==> config.mk <==
export PLATFORM = sky130hd
export DESIGN_NAME = fifo_burst_reader
export DESIGN_NICKNAME = d
export VERILOG_FILES = /design/src/rtl/fifo_burst_reader_pkg.sv /design/src/rtl/fifo_burst_reader_skid.sv /design/src/rtl/fifo_burst_reader.sv
export SDC_FILE = /design/constraint.sdc
export NUM_CORES = 1
export LEC_CHECK = 0
export CAP_MARGIN = 20
export CORE_AREA = 5 5 88 90
export CTS_BUF_LIST = sky130_fd_sc_hd__clkbuf_2 sky130_fd_sc_hd__clkbuf_4 sky130_fd_sc_hd__clkbuf_8
export DETAILED_ROUTE_END_ITERATION = 7
export DIE_AREA = 0 0 93 95
export PLACE_DENSITY_LB_ADDON = 0.08
export SYNTH_ARGS = -nofsm -noshare
export SYNTH_HDL_FRONTEND = slang
export SYNTH_SLANG_ARGS = --single-unit
export TNS_END_PERCENT = 10
==> constraint.sdc <==
create_clock -name clk -period 3.6 [get_ports clk]
set_input_delay 0.54 -clock clk [delete_from_list [all_inputs] [get_ports clk]]
set_output_delay 0.54 -clock clk [all_outputs]
set_load 0.1 [all_outputs]
==> src/rtl/fifo_burst_reader_pkg.sv <==
// -----------------------------------------------------------------------------
// fifo_burst_reader_pkg
//   Shared definitions for the burst reader and its output skid buffer.
//   - state_t    : burst reader FSM encoding
//   - SKID_DEPTH : number of {last, data} entries held between the FIFO pop
//                  and the downstream valid/ready stream
//   - OCC_WIDTH  : width needed to count 0..SKID_DEPTH entries
// -----------------------------------------------------------------------------
package fifo_burst_reader_pkg;

    typedef enum logic [1:0] {
        IDLE  = 2'd0,
        FETCH = 2'd1,
        DRAIN = 2'd2,
        DONE  = 2'd3
    } state_t;

    localparam int SKID_DEPTH = 2;
    localparam int OCC_WIDTH  = $clog2(SKID_DEPTH + 1);

endpackage

==> src/rtl/fifo_burst_reader_skid.sv <==
// -----------------------------------------------------------------------------
// burst_skid_buf
//   Two-entry register FIFO carrying {last, data}. Entry 0 is always the head
//   and drives head_last/head_data directly, so the outputs are pure flops.
//
// Ports
//   clk, rst        : clock, synchronous active-high reset
//   clr             : drop all entries (wins over push and pop)
//   push            : write push_last/push_data at the tail
//   push_last       : last flag of the pushed word
//   push_data       : pushed word
//   pop             : remove the head entry (ignored when empty)
//   occ             : registered number of valid entries (0..SKID_DEPTH)
//   head_last       : last flag of the head entry
//   head_data       : head word
// -----------------------------------------------------------------------------
module burst_skid_buf
    import fifo_burst_reader_pkg::*;
#(
    parameter int DATA_WIDTH = 32
) (
    input  logic                  clk,
    input  logic                  rst,
    input  logic                  clr,
    input  logic                  push,
    input  logic                  push_last,
    input  logic [DATA_WIDTH-1:0] push_data,
    input  logic                  pop,
    output logic [OCC_WIDTH-1:0]  occ,
    output logic                  head_last,
    output logic [DATA_WIDTH-1:0] head_data
);

    logic [OCC_WIDTH-1:0]  occ_q, occ_d;
    logic [DATA_WIDTH-1:0] data0_q, data0_d;
    logic [DATA_WIDTH-1:0] data1_q, data1_d;
    logic                  last0_q, last0_d;
    logic                  last1_q, last1_d;
    logic                  do_pop;
    logic                  do_push;

    assign do_pop  = pop & (occ_q != '0);
    // A push into a full buffer is only legal when the head leaves this cycle.
    assign do_push = push & ((occ_q < OCC_WIDTH'(SKID_DEPTH)) | do_pop);

    always_comb begin
        occ_d   = occ_q;
        data0_d = data0_q;
        data1_d = data1_q;
        last0_d = last0_q;
        last1_d = last1_q;
        if (clr) begin
            occ_d = '0;
        end else begin
            case ({do_push, do_pop})
                2'b10: begin
                    if (occ_q == '0) begin
                        data0_d = push_data;
                        last0_d = push_last;
                    end else begin
                        data1_d = push_data;
                        last1_d = push_last;
                    end
                    occ_d = occ_q + OCC_WIDTH'(1);
                end
                2'b01: begin
                    data0_d = data1_q;
                    last0_d = last1_q;
                    occ_d   = occ_q - OCC_WIDTH'(1);
                end
                2'b11: begin
                    // Occupancy is unchanged; the new word lands behind
                    // whatever remains after the head leaves.
                    if (occ_q == OCC_WIDTH'(1)) begin
                        data0_d = push_data;
                        last0_d = push_last;
                    end else begin
                        data0_d = data1_q;
                        last0_d = last1_q;
                        data1_d = push_data;
                        last1_d = push_last;
                    end
                end
                default: begin
                end
            endcase
        end
    end

    always_ff @(posedge clk) begin
        if (rst) begin
            occ_q   <= '0;
            data0_q <= '0;
            data1_q <= '0;
            last0_q <= 1'b0;
            last1_q <= 1'b0;
        end else begin
            occ_q   <= occ_d;
            data0_q <= data0_d;
            data1_q <= data1_d;
            last0_q <= last0_d;
            last1_q <= last1_d;
        end
    end

    assign occ       = occ_q;
    assign head_last = last0_q;
    assign head_data = data0_q;

endmodule

==> src/rtl/fifo_burst_reader.sv <==
// -----------------------------------------------------------------------------
// fifo_burst_reader
//   Drains a show-ahead FIFO read port in bursts of burst_len words and
//   re-issues them on a valid/ready stream with a last flag. The FIFO pop is
//   derived from registered state (FSM, fetch counter, skid occupancy) and
//   the FIFO head valid only; m_ready never reaches fifo_rd_en.
//
//   state | meaning
//   ------+---------------------------------------------------------------
//   IDLE  | waiting for start; fetch counter idle
//   FETCH | popping FIFO words into the skid buffer, fetch_cnt counts down
//   DRAIN | all words popped; waiting for the last word to be accepted
//   DONE  | one-cycle done pulse; start is ignored here
//
// Ports
//   clk, rst    : clock (shared with FIFO read side), sync active-high reset
//   start       : one-cycle burst request, ignored while not IDLE
//   burst_len   : words per burst, 0 means 2**LEN_WIDTH
//   abort       : cancel the burst, drop buffered words
//   busy        : burst in progress (FETCH or DRAIN)
//   done        : one-cycle pulse after the last word is accepted
//   fifo_data   : FIFO head word
//   fifo_vld    : FIFO head valid
//   fifo_rd_en  : FIFO pop
//   m_data      : output word
//   m_valid     : output valid
//   m_last      : final word of the burst
//   m_ready     : downstream accept
// -----------------------------------------------------------------------------
module fifo_burst_reader
    import fifo_burst_reader_pkg::*;
#(
    parameter int DATA_WIDTH = 32,
    parameter int LEN_WIDTH  = 8
) (
    input  logic                  clk,
    input  logic                  rst,
    input  logic                  start,
    input  logic [LEN_WIDTH-1:0]  burst_len,
    input  logic                  abort,
    output logic                  busy,
    output logic                  done,
    input  logic [DATA_WIDTH-1:0] fifo_data,
    input  logic                  fifo_vld,
    output logic                  fifo_rd_en,
    output logic [DATA_WIDTH-1:0] m_data,
    output logic                  m_valid,
    output logic                  m_last,
    input  logic                  m_ready
);

    // One extra bit so a zero length can load the full 2**LEN_WIDTH count.
    localparam int CNT_WIDTH = LEN_WIDTH + 1;

    state_t               state_q, state_d;
    logic [CNT_WIDTH-1:0] fetch_cnt_q, fetch_cnt_d;
    logic [CNT_WIDTH-1:0] load_cnt;
    logic [OCC_WIDTH-1:0] occ;
    logic                 rd_en;
    logic                 last_pop;
    logic                 skid_clr;
    logic                 skid_pop;
    logic                 head_last;

    assign load_cnt = (burst_len == '0) ? {1'b1, {LEN_WIDTH{1'b0}}}
                                        : {1'b0, burst_len};

    assign rd_en    = (state_q == FETCH) & fifo_vld & (fetch_cnt_q != '0)
                    & (occ < OCC_WIDTH'(SKID_DEPTH)) & ~abort;
    assign last_pop = rd_en & (fetch_cnt_q == CNT_WIDTH'(1));
    assign skid_clr = abort & (state_q != IDLE);
    assign skid_pop = m_valid & m_ready;

    always_comb begin
        state_d     = state_q;
        fetch_cnt_d = fetch_cnt_q;
        case (state_q)
            IDLE: begin
                if (start & ~abort) begin
                    state_d     = FETCH;
                    fetch_cnt_d = load_cnt;
                end
            end
            FETCH: begin
                if (abort) begin
                    state_d     = IDLE;
                    fetch_cnt_d = '0;
                end else begin
                    if (rd_en) begin
                        fetch_cnt_d = fetch_cnt_q - CNT_WIDTH'(1);
                    end
                    if (last_pop) begin
                        state_d = DRAIN;
                    end
                end
            end
            DRAIN: begin
                if (abort) begin
                    state_d = IDLE;
                end else if (skid_pop & m_last) begin
                    state_d = DONE;
                end
            end
            DONE: begin
                state_d = IDLE;
            end
            default: begin
                state_d = IDLE;
            end
        endcase
    end

    always_ff @(posedge clk) begin
        if (rst) begin
            state_q     <= IDLE;
            fetch_cnt_q <= '0;
        end else begin
            state_q     <= state_d;
            fetch_cnt_q <= fetch_cnt_d;
        end
    end

    burst_skid_buf #(
        .DATA_WIDTH (DATA_WIDTH)
    ) u_skid (
        .clk       (clk),
        .rst       (rst),
        .clr       (skid_clr),
        .push      (rd_en),
        .push_last (last_pop),
        .push_data (fifo_data),
        .pop       (skid_pop),
        .occ       (occ),
        .head_last (head_last),
        .head_data (m_data)
    );

    assign fifo_rd_en = rd_en;
    assign m_valid    = (occ != '0);
    // The stored flag may be stale after an abort; only show it with valid.
    assign m_last     = m_valid & head_last;
    assign busy       = (state_q == FETCH) | (state_q == DRAIN);
    assign done       = (state_q == DONE);

endmodule

After elaboration in Yosys (flattened, before gate mapping). Index checks and enable logic that the tools add are counted.

Multipliers: 0. Eq/ne operators: 15. Bitwise logic cells: 16. Reductions and logical operators: 15. $lt $le $gt $ge: 1. Multiplexer cells: 24. Div/mod/pow operators: 0. $add $sub $neg: 3. Shifts and indexed selects: 0.

Operators by type and width (count): 32-bit 2-to-1 mux (4); 32-bit one-hot mux with 3 select lines (1); 32-bit one-hot mux with 2 select lines (1); 9-bit 2-to-1 mux (4); 9-bit one-hot mux with 2 select lines (1); 1-bit bitwise AND (12); 2-bit 2-to-1 mux (5); 2-bit nonzero test (5); 9-bit by 1-bit == test with 1-bit output (second input constant) (1); 3-bit AND reduction (3); 9-bit nonzero test (1); 9-bit by 1-bit subtractor with 9-bit output (second input constant) (1); 2-bit == test (second input constant) (4); 8-bit logical NOT (1); 2-bit one-hot mux with 4 select lines (1); 2-bit by 1-bit == test with 1-bit output (second input constant) (3); 2-bit != test (second input constant) (3); 3-bit != test (second input constant) (2); 2-bit logical NOT (2); 1-bit 2-to-1 mux (4); 2-bit one-hot mux with 2 select lines (1); 4-bit AND reduction (1); 3-bit by 2-bit != test with 1-bit output (second input constant) (1); 1-bit one-hot mux with 3 select lines (1); 9 further kinds (11).

Bits of input ports: 46. ROM bits: 0. Memories kept: 0. Word-level logic and storage cells: 81. Output and inout bits: 37. Latch bits: 0. Register bits: 79. Memory bits (writable): 0.

Longest topological paths before layout.
Word-level depth: 9. Depth in mapped cells: 12. Gate-level depth less buffers: 10.

Modules after synthesis. A second synthesis with hierarchy kept.

Cells, all modules: 500. Area total of the unflattened synthesis: 4588.2 µm².

Modules (own cells, without submodules): burst_skid_buf (instances 1, area an instance 3632.2 µm², cells an instance 385, seq. area each 1361.3 µm²); fifo_burst_reader (instances 1, area an instance 955.9 µm², cells an instance 115, seq. area each 220.2 µm²).

Least setup slack after synthesis. OpenSTA, ideal clock, no wires.

Path kind: input to register. From: in abort. To: reg u_skid.data0_q[16], in the netlist u_skid.head_data[16]. Arrival: 3.806 ns. Path slack: -0.292 ns. Required time: 3.514 ns. Library setup time: 0.086 ns. Path buffers: 3. Stages: 10. Cell sequence: clkbuf_4 > nand4bb_1 > a31oi_1 > inv_1 > ha_1 > a211oi_2 > buf_2 > buf_4 > nor2_1 > a211oi_1.

Word-level cells in the longest chain between the ends: 6. Elaborated cells between the ends (all ways): 12. Classes of those cells: 4 x eq/ne; 1 x mux; 5 x bitwise; 2 x reduce/logical.

Ends and longest elaborated chain: start: declaration (RTL line fifo_burst_reader.sv:40) `input logic abort,`; 1-bit inverter * (RTL line fifo_burst_reader.sv:69) `& (occ < OCC_WIDTH'(SKID_DEPTH)) & ~abort;`; 1-bit bitwise AND * (RTL line fifo_burst_reader.sv:69); named net fifo_rd_en (RTL line fifo_burst_reader.sv:45) `output logic fifo_rd_en,`; 1-bit bitwise AND * (RTL line fifo_burst_reader_skid.sv:44) `assign do_push = push & ((occ_q < OCC_WIDTH'(SKID_DEPTH)) | do_pop);`; 2-bit == test / 2-bit by 1-bit == test with 1-bit output (equally long branches) (RTL line fifo_burst_reader_skid.sv:55) `case ({do_push, do_pop})`; 2-bit by 1-bit != test with 1-bit output (no line) / 3-bit nonzero test (equally long branches); 3-bit AND reduction (no line); end signal: assignment (RTL line fifo_burst_reader_skid.sv:99) `data0_q <= data0_d;`; end: declaration (RTL line fifo_burst_reader_skid.sv:35) `logic [DATA_WIDTH-1:0] data0_q, data0_d;`.

The timed path passes the listed nets; every way through them passes the cells marked *. A chain may end at the register's enable or synchronous reset.

Worst setup path after layout.
From: reg fetch_cnt_q[0]. To: reg u_skid.data1_q[30].

Word-level cells in the longest chain between the ends: 8. Elaborated cells between the ends (all ways): 12. Classes of those cells: 4 x eq/ne; 1 x mux; 4 x bitwise; 3 x reduce/logical.

Ends and longest elaborated chain: start: declaration (RTL line fifo_burst_reader.sv:56) `logic [CNT_WIDTH-1:0] fetch_cnt_q, fetch_cnt_d;`; start signal: assignment (RTL line fifo_burst_reader.sv:119) `fetch_cnt_q <= fetch_cnt_d;`; 9-bit nonzero test * (RTL line fifo_burst_reader.sv:68) `assign rd_en = (state_q == FETCH) & fifo_vld & (fetch_cnt_q != '0)`; 1-bit bitwise AND * (RTL line fifo_burst_reader.sv:68); 1-bit bitwise AND * (2 in a row) (RTL line fifo_burst_reader.sv:69); 1-bit bitwise AND * (RTL line fifo_burst_reader_skid.sv:44); 2-bit == test (RTL line fifo_burst_reader_skid.sv:55); 2-bit != test (no line) / 2-bit nonzero test (equally long branches); 4-bit AND reduction (no line); end signal: assignment (RTL line fifo_burst_reader_skid.sv:100) `data1_q <= data1_d;`; end: declaration (RTL line fifo_burst_reader_skid.sv:36) `logic [DATA_WIDTH-1:0] data1_q, data1_d;`.

Every way passes the cells marked *; elsewhere a longest branch is shown, timed or not.

==> key figures <==
Clock network
  • Post-CTS sizing: 0
  • CTS tree: done
  • Clock Latency Late Sink: 350 ps
  • Clock buffer depth: 2
  • CTS hold repair buffers: 0
  • Root Driver: clkbuf_8
  • Number of CTS-inserted buffers: 9
  • Clk pin slew, worst setup/hold paths: 90 ps
  • Setup bufs post-CTS: 0
  • Num Clock Sinks: 79
  • Clock H-tree levels: 3

Cells and area
  • Fraction of layout cells with a size suffix above 1: 9.63%
  • Fillers: 596
  • ANT cells: 0
  • Layout Nets: 563
  • Area grow syn2layout: 27.0%
  • Commonest non-fill, non-tap cells in the layout: 79 x dfxtp_1, 77 x clkdlybuf4s50_1, 71 x nand2_1
  • Final Util: 68.2%
  • Commonest non-fill, non-tap cell in the layout: dfxtp_1
  • Final instance area: 4760 um2

Synthesis
  • Syn Area/Cell: 8.60 um2
  • Async S/R FF share, synth: 0%
  • Number of synthesized register bits: 79
  • Post-synthesis sequential area ratio: 42.2%
  • Top_reg_cell synth: dfxtp_1
  • EDFF count, synth: 0
  • Post-Syn Area: 3750 um2
  • Mapped Cells: 436
  • Synth cell types: 56
  • Syn Nets: 495
  • Syn. warnings: 0

Setup path
  • Crit path max fanout: 21
  • Setup CP Type: flip-flop to flip-flop
  • Worst Path Required: 3870 ps
  • CP bufs+invs: 2
  • Critical-path top delay cell: o2111a_1
  • CP Cell Sequence: inv_1, ha_1, nor3b_1, a31oi_1, ha_1, nand2_1, o2111a_1, buf_4, nand2_1, a21oi_1
  • Crit. End Element: flip-flop
  • Crit path launch type: flip-flop
  • Max incr delay on CP: 470 ps
  • Family with the most delay on the worst path: compound AO/OA/AOI/OAI gates
  • Arr. time, crit path: 3140 ps

Routing
  • Antenna Nets Post-Route: 0
  • DR DRC count: 0
  • Via count: 3388
  • Vias per cell: 5.73
  • Drt total wl: 8.74 mm
  • TritonRoute pass-1 iters: 4
  • Wire per inst: 14.8 um
  • DR iter-0 viols: 123

Pwr
  • VDD IR-drop max: 0.000384 V
  • Leak pwr: 1.62 nW
  • Pwr/cell area: 755 nW/um2

Place
  • Detailed Place HPWL: 6.17 mm
  • GPL Wtd Cong: 0.851
  • Placement Cell Area: 4560 um2
  • # port buffers: 82
  • DP Worst Slack: 585 ps

Timing
  • Fin. Hold Viols: 0
  • F_max: 349 MHz
  • Worst Clk Skew: 11.1 ps
  • RSZ-0062 raised after global routing: no
  • Max Slew Vio Count: 0
  • Fin crit share: 79.6%
  • Rel. slew slack: 33.3%
  • Post-layout min period: 2860 ps
  • Setup TNS Final: 0 ps
  • Slew @ Worst Pin: 997 ps
  • Finish-stage setup viols: 0
  • Fin worst setup slack: 736 ps

Floorplan
  • Core area: 6980 um2
  • Die Height: 95 um
  • Die area: 8840 um2
  • Die width: 93 um
  • Starting density of the core: 53.7%
  • # IOs: 83
  • Site Rows: 31

GRT
  • Vias in the first global route: 3146
  • Grt total ovfl: 0
  • Largest net degree at the start of global routing: 54
  • Antenna violations before repair: 0
  • First-pass GRT wire length: 14.4 mm
  • Overall routing resource usage: 20.2%

Hold path
  • Worst hold path class: flip-flop to flip-flop

Outcome
  • Outcome: finished clean

Job
  • Max Cap Viol: 0
[state kept, by name (all words and copies together), names as in the netlist]
signal	cells
state_q	2
u_skid.last1_q	1
u_skid.head_last	1
fetch_cnt_q	9
u_skid.head_data	32
u_skid.data1_q	32
u_skid.occ	2
[cell usage after synthesis, types with 2 or more instances]
cell type	count	share of area (%)
a2111oi_0	3	0.70
a211oi_1	35	7.0
a211oi_2	3	1.0
a21bo_2	2	0.53
a21oi_1	41	5.5
a22oi_1	33	6.6
a31oi_1	3	0.50
and3_1	2	0.33
buf_2	7	0.93
buf_4	2	0.40
buf_6	2	0.60
clkbuf_1	18	1.8
clkbuf_8	3	1.1
dfxtp_1	79	42
ha_1	13	4.3
inv_1	13	1.3
nand2_1	71	7.1
nand2b_1	6	1.0
nand3_1	4	0.53
nor2_1	40	4.0
nor2b_1	4	0.67
nor3_1	4	0.53
nor4_1	5	0.83
o21ai_0	3	0.40
o31ai_1	5	1.0
o32ai_1	3	0.70
or4b_1	2	0.53
xnor2_1	2	0.47
[layout make-up]
type,instances,area [um2],share of cell area [%]
Clock inverter,6,67.6,1.42
Inverter,14,52.6,1.10
Clock buffer,10,131,2.76
Sequential cell,79,1580,33.2
Timing Repair Buffer,91,873,18.3
Tap cell,82,103,2.15
Multi-Input combinational cell,309,1950,41.0
[power by group]
part           internal (mW)  total [mW]  switching [mW]
logic                  0.499        1.81            1.31
clock network          0.332       0.669           0.336
registers               1.02        1.12          0.0943
[per-stage QoR]
step,hold slack (ps),total power [mW],std cells
floorplan,432,2.54,436
finish,457,3.60,591
global placement,441,2.93,575
detailed placement,447,2.95,575
CTS,458,3.62,591
global route,473,3.77,591
[worst paths after layout]
| check | startpoint | endpoint | slack (ps) | cells after the start |
|---|---|---|---|---|
| setup reg to reg | fetch_cnt_q[0] | u_skid.data1_q[30] | 740 | 10 |
| setup / recovery | fetch_cnt_q[0] | u_skid.data1_q[30] | 740 | 10 |
| hold reg to reg | u_skid.data1_q[19] | u_skid.data1_q[19] | 460 | 2 |
| hold / removal | u_skid.data1_q[19] | u_skid.data1_q[19] | 460 | 2 |
[metal layers]
metal | vias to the layer above | wire length, um | global-route usage, %
met5 | - | 0 | 0
met4 | 0 | 121 | 8.30
met3 | 12 | 513 | 4.14
met2 | 93 | 4270 | 34.1
met1 | 1568 | 3840 | 25.0
li1 | 1715 | - | -
[cell families after synthesis]
logic type,Yosys count,synth area share [%]
DFF,79,42.2
AOI/OAI and AO/OA,142,27.2
buffers and inverters,48,6.54
xor gates and xnor gates,2,0.467
and+or+nand+nor,151,19.0
muxes,1,0.267
adders and majority gates,13,4.34
[worst reg2reg max path: stages, from the launching register on]
cell and delay [ps]:
dfxtp_1 360, inv_1 110, ha_1 190, nor3b_1 460
a31oi_1 190, ha_1 290, nand2_1 170, o2111a_1 470
buf_4 330, nand2_1 100, a21oi_1 130
Power figures use the tool's default switching activity.
